**src/rtl/fetch_unit_pkg.sv**
```systemverilog
// Shared CPU constants for the fetch front end: widths, the fetched-pair
// record and a PC alignment helper.
package fetch_unit_pkg;
    localparam int INSTR_W     = 32;
    localparam int ROM_ADDR_W  = 10;
    localparam int FETCH_WIDTH = 2;
    localparam int PC_W        = 32;
    localparam int BUF_DEPTH   = 2;

    typedef struct packed {
        logic [PC_W-1:0]    pc1;
        logic [PC_W-1:0]    pc2;
        logic [INSTR_W-1:0] instr1;
        logic [INSTR_W-1:0] instr2;
    } pair_t;

    localparam int PAIR_W = $bits(pair_t);

    function automatic logic [PC_W-1:0] align_pc(input logic [PC_W-1:0] pc);
        return {pc[PC_W-1:2], 2'b00};
    endfunction
endpackage

```
**src/rtl/fetch_buffer.sv**
```systemverilog
// Two-entry FIFO of fetched instruction pairs; flush empties it in one cycle.
module fetch_buffer
    import fetch_unit_pkg::*;
(
    input  logic              clk,
    input  logic              rst,
    input  logic              push,
    input  logic              pop,
    input  logic              flush,
    input  logic [PAIR_W-1:0] push_data,
    output logic [PAIR_W-1:0] head,
    output logic [1:0]        count
);
    logic [1:0]        count_reg;
    logic              rd_ptr_reg;
    logic              wr_ptr_reg;
    logic [PAIR_W-1:0] entry_reg [BUF_DEPTH];

    genvar gi;
    generate
        for (gi = 0; gi < BUF_DEPTH; gi++) begin : g_entry
            always_ff @(posedge clk or posedge rst) begin
                if (rst) begin
                    entry_reg[gi] <= '0;
                end else if (push && !flush && wr_ptr_reg == 1'(gi)) begin
                    entry_reg[gi] <= push_data;
                end
            end
        end
    endgenerate

    always_ff @(posedge clk or posedge rst) begin
        if (rst) begin
            count_reg  <= '0;
            rd_ptr_reg <= 1'b0;
            wr_ptr_reg <= 1'b0;
        end else if (flush) begin
            count_reg  <= '0;
            rd_ptr_reg <= 1'b0;
            wr_ptr_reg <= 1'b0;
        end else begin
            if (push) wr_ptr_reg <= ~wr_ptr_reg;
            if (pop)  rd_ptr_reg <= ~rd_ptr_reg;
            count_reg <= count_reg + {1'b0, push} - {1'b0, pop};
        end
    end

    assign head  = entry_reg[rd_ptr_reg];
    assign count = count_reg;
endmodule

```
**src/rtl/fetch_unit.sv**
```systemverilog
// Dual-issue instruction fetch: reads two consecutive ROM words per cycle and
// hands them to decode as a pair through a small elastic buffer.
module fetch_unit
    import fetch_unit_pkg::*;
#(
    parameter logic [31:0] RESET_PC = 32'h0000_0000
) (
    input  logic                  clk,
    input  logic                  rst,
    output logic [ROM_ADDR_W-1:0] rom_addr1,
    output logic [ROM_ADDR_W-1:0] rom_addr2,
    input  logic [INSTR_W-1:0]    rom_instr1,
    input  logic [INSTR_W-1:0]    rom_instr2,
    input  logic                  redirect_valid,
    input  logic [PC_W-1:0]       redirect_pc,
    output logic                  out_valid,
    input  logic                  out_ready,
    output logic [PC_W-1:0]       out_pc1,
    output logic [PC_W-1:0]       out_pc2,
    output logic [INSTR_W-1:0]    out_instr1,
    output logic [INSTR_W-1:0]    out_instr2
);
    logic [PC_W-1:0] pc_reg;
    logic [PC_W-1:0] req_pc_reg;
    logic            inflight_reg;

    logic [1:0]      count;
    logic [2:0]      occupancy;
    logic            issue;
    logic            push;
    logic            pop;
    pair_t           push_pair;
    pair_t           head_pair;

    assign out_valid = (count != 2'd0);
    assign pop       = out_valid && out_ready && !redirect_valid;
    assign push      = inflight_reg && !redirect_valid;

    // A pair leaving this cycle frees its slot in time for a new fetch,
    // which is what sustains one pair per cycle.
    assign occupancy = {1'b0, count} + {2'b00, inflight_reg} - {2'b00, pop};
    assign issue     = !redirect_valid && (occupancy < 3'd2);

    assign rom_addr1 = pc_reg[ROM_ADDR_W+1:2];
    assign rom_addr2 = pc_reg[ROM_ADDR_W+1:2] + 1'b1;

    always_ff @(posedge clk or posedge rst) begin
        if (rst) begin
            pc_reg       <= RESET_PC;
            req_pc_reg   <= RESET_PC;
            inflight_reg <= 1'b0;
        end else if (redirect_valid) begin
            pc_reg       <= align_pc(redirect_pc);
            inflight_reg <= 1'b0;
        end else begin
            inflight_reg <= issue;
            if (issue) begin
                pc_reg     <= pc_reg + 32'd8;
                req_pc_reg <= pc_reg;
            end
        end
    end

    always_comb begin
        push_pair        = '0;
        push_pair.pc1    = req_pc_reg;
        push_pair.pc2    = req_pc_reg + 32'd4;
        push_pair.instr1 = rom_instr1;
        push_pair.instr2 = rom_instr2;
    end

    fetch_buffer u_buffer (
        .clk       (clk),
        .rst       (rst),
        .push      (push),
        .pop       (pop),
        .flush     (redirect_valid),
        .push_data (push_pair),
        .head      (head_pair),
        .count     (count)
    );

    assign out_pc1    = head_pair.pc1;
    assign out_pc2    = head_pair.pc2;
    assign out_instr1 = head_pair.instr1;
    assign out_instr2 = head_pair.instr2;
endmodule

```
**config.mk**
```make
export PLATFORM = sky130hd
export DESIGN_NAME = fetch_unit
export DESIGN_NICKNAME = d
export VERILOG_FILES = /design/src/rtl/fetch_unit_pkg.sv /design/src/rtl/fetch_buffer.sv /design/src/rtl/fetch_unit.sv
export SDC_FILE = /design/constraint.sdc
export NUM_CORES = 1
export LEC_CHECK = 0
export BUFFER_PORTS_ARGS = -buffer_cell sky130_fd_sc_hd__buf_2
export CAP_MARGIN = 15
export CORE_MARGIN = 2
export CORE_UTILIZATION = 30
export DETAILED_ROUTE_END_ITERATION = 10
export SYNTH_ARGS = -nofsm -noshare
export SYNTH_HDL_FRONTEND = slang
export SYNTH_SLANG_ARGS = --single-unit
```
**constraint.sdc**
```tcl
create_clock -name clk -period 16.79 [get_ports clk]
set_input_delay 0 -clock clk [delete_from_list [all_inputs] [get_ports clk]]
set_output_delay 0 -clock clk [all_outputs]
set_load 0.005 [all_outputs]
```
==> impl_results.md <==
- Outcome: completed
- Ratio of cells with drive above 1 in the final layout: 25.58%
- Die area: 50,980 µm²
- Max-slew violation count: 0
- Pin count of the biggest net entering global routing: 106
- CP Capture Type: flip-flop
- Largest register FFs: 248
- TritonCTS Buffers: 36
- Worst Path Class, Setup: reg2reg
- Post-Syn Area: 14,760 µm²
- Root Driver: clkbuf_16
- Actual slew at the worst max-slew pin: 1.099 ns
- Routed vias/inst: 4.710
- Arrival time at the worst endpoint: 4.03 ns
- Post-synth EDFFs: 0
- TritonCTS clock tree: yes
- Register area share after synthesis: 53.07%
- Die width: 225.8 µm
- Placed Area: 16,330 µm²
- Fmax: 0.2801 GHz
- Core ar.: 48,750 µm²
- Antenna Nets Post-Route: 0
- Clk_lat worst skew: 0.55 ns
- Skew final: 0.02935 ns
- Die Span Y: 225.8 µm
- Final Hold Fails: 0
- Required time worst endpoint: 17.25 ns
- Max VDD drop: 0.00009270 V
- Power Density: 179.3 nW/µm²
- GPL Wtd Cong: 0.8160
- Synthesis-to-layout area growth: 26.75%
- Vias: 12,038
- Hold Path Class: in2async
- Crit-path max FO: 17
- Final setup TNS: 0 ns
- Dpl ws: 13.24 ns
- Unrepaired setup endpoints after global routing: no
- Critical path launch point type: flip-flop
- Final worst slack: 13.22 ns
- H-tree lvl count: 2
- Hpwl dp: 26,140 µm
- Most common cell after layout, fill and taps aside: nand2_1
- Post-DR wirelength/cell: 16.29 µm
- CTS resizes: 0
- Core Rows: 81
- Ant diodes: 0
- Nets: 1,972
- WHS: 0.1327 ns
- Initial antenna violation count: 0
- Crit path time final: 3.570 ns
- Drt total wl: 41,630 µm
- Synth Flop Type: dfrtp_1
- Number of max-cap violations: 0
- Pre-antenna DRT Iters: 5
- Iter 0 DRT Violations: 673
- Async SR Flop Fraction: 100.0%
- I/O pin count: 249
- First-pass GRT wire length: 65,780 µm
- CTS sink count: 313
- Initial core utilization: 30.27%
- Mapped Cells: 1,566
- CTS Buffer Depth: 3
- Clk slew on worst S/H paths: 0.06 ns
- Setup-failing EPs final: 0
- Number of global-route vias before repair: 12,191
- Yosys Warn Count: 0
- Seq cells post-synth: 313
- I/O Buffers: 242
- Finished Cell Area: 18,710 µm²
- Mean Syn Cell Area: 9.424 µm²
- Static leakage: 9.001 nW
- GRT overflow: 0
- Max_slew headroom: 26.72%
- Overall routing resource usage: 16.29%
- Commonest cells after routing, fill and taps aside: 633 x nand2_1, 312 x dfrtp_1, 242 x buf_2, 154 x mux2_2, 118 x dlygate4sd3_1
- Synth cell types: 52
- Residual DRC count: 0
- Crit share post-route: 21.26%
==> cell usage after synthesis (all sizes together) (2+ instances only) <==
cell	n	area [µm²]
o21ai	55	275.3
xor2	16	140.1
nor2	55	206.5
nor2b	2	12.51
nand2b	2	12.51
and4	10	88.84
nor3b	2	15.01
o211ai	4	30.03
and2	3	18.77
o31ai	10	75.07
nand4	18	142.6
a211o	2	17.52
nand2	633	2376
or4	15	123.9
buf	28	211.5
or3	14	87.58
o41ai	3	26.28
or4b	3	30.03
a31oi	41	256.5
a21oi	2	10.01
nor3	9	45.04
nor4	6	43.79
xnor2	19	166.4
clkbuf	89	397.9
mux2	154	1734
ha	6	75.07
inv	12	45.04
dfrtp	313	7833
nand3	24	125.1
and3	3	20.02
nor4b	3	26.28
==> where the power goes <==
group	switching, mW	internal (mW)	leakage (nW)
combinational	0.662	0.596	4.58
sequential	0.240	1.08	3.84
clock	0.316	0.458	0.579
==> through the flow <==
stage,util (%),instances,power (mW)
final,38.37,2556,3.353
after global routing,38.37,2556,3.610
after CTS,38.32,2555,3.390
after detailed placement,33.50,2372,2.570
after global placement,33.50,2372,2.525
after floorplan,-,1569,2.093
==> cells by family (layout without fill, tap and decap cells) <==
family	after synthesis	in the layout	share of synthesized area, %
mux	155	155	11.82
flops	313	313	53.07
xor+xnor	35	35	2.077
simple gates	806	806	23.08
buf+inv	129	452	4.434
compound gates	120	120	4.850
other cells	1	4	0.02541
fa+ha+maj	7	7	0.6443
==> critical path, stage by stage, from the launching register on <==
cell and delay (ns):
dfrtp_1 0.43, or2_2 0.33, nand2_1 0.12, nor2_1 0.05, ha_1 0.28, inv_1 0.08, nand2_1 0.07, fa_1 0.55
nand3_1 0.26, or3_1 0.64, or4_1 0.48, a31oi_1 0.18
==> metal layers <==
layer | global-route usage (%) | share of wire (%)
met4 | 5.170 | 2.3
met3 | 3.435 | 5.9
met5 | 0 | 0
met2 | 26.67 | 46
met1 | 21.51 | 46
==> path summary, 6_finish.rpt <==
check / startpoint / to / slack [ns] / cells past startpoint
setup reg to reg: u_buffer.count[1]$_DFF_PP0_ / pc_reg[24]$_DFFE_PP0P_ / 13.22 / 11
hold / removal: rst / u_buffer.entry_reg[53]$_DFFE_PP0P_ / 0.13 / 3
max in group asynchronous: rst / u_buffer.entry_reg[128]$_DFFE_PP0P_ / 14.43 / 5
setup / recovery: u_buffer.count[1]$_DFF_PP0_ / pc_reg[24]$_DFFE_PP0P_ / 13.22 / 11
hold reg to reg: u_buffer.entry_reg[189]$_DFFE_PP0P_ / u_buffer.entry_reg[189]$_DFFE_PP0P_ / 0.47 / 2
min in group clk: rom_instr1[24] / u_buffer.entry_reg[184]$_DFFE_PP0P_ / 0.21 / 4
==> timing repair <==
| item | CTS | global route |
|---|---|---|
| setup endpoints to repair | 0 | 0 |
| hold endpoints to repair | 265 | 0 |
| hold buffers | 118 | 0 |
| buffers inserted | 0 | 0 |
==> final cells by class <==
type | instances | area, µm²
Timing Repair Buffer | 375 | 2525
Tap cell | 664 | 830.8
Fill cell | 4795 | 30040
Multi-Input combinational cell | 1127 | 6296
Inverter | 12 | 52.55
Clock inverter | 11 | 95.09
Clock buffer | 54 | 1070
Sequential cell | 313 | 7836
Power figures use the tool's default switching activity.
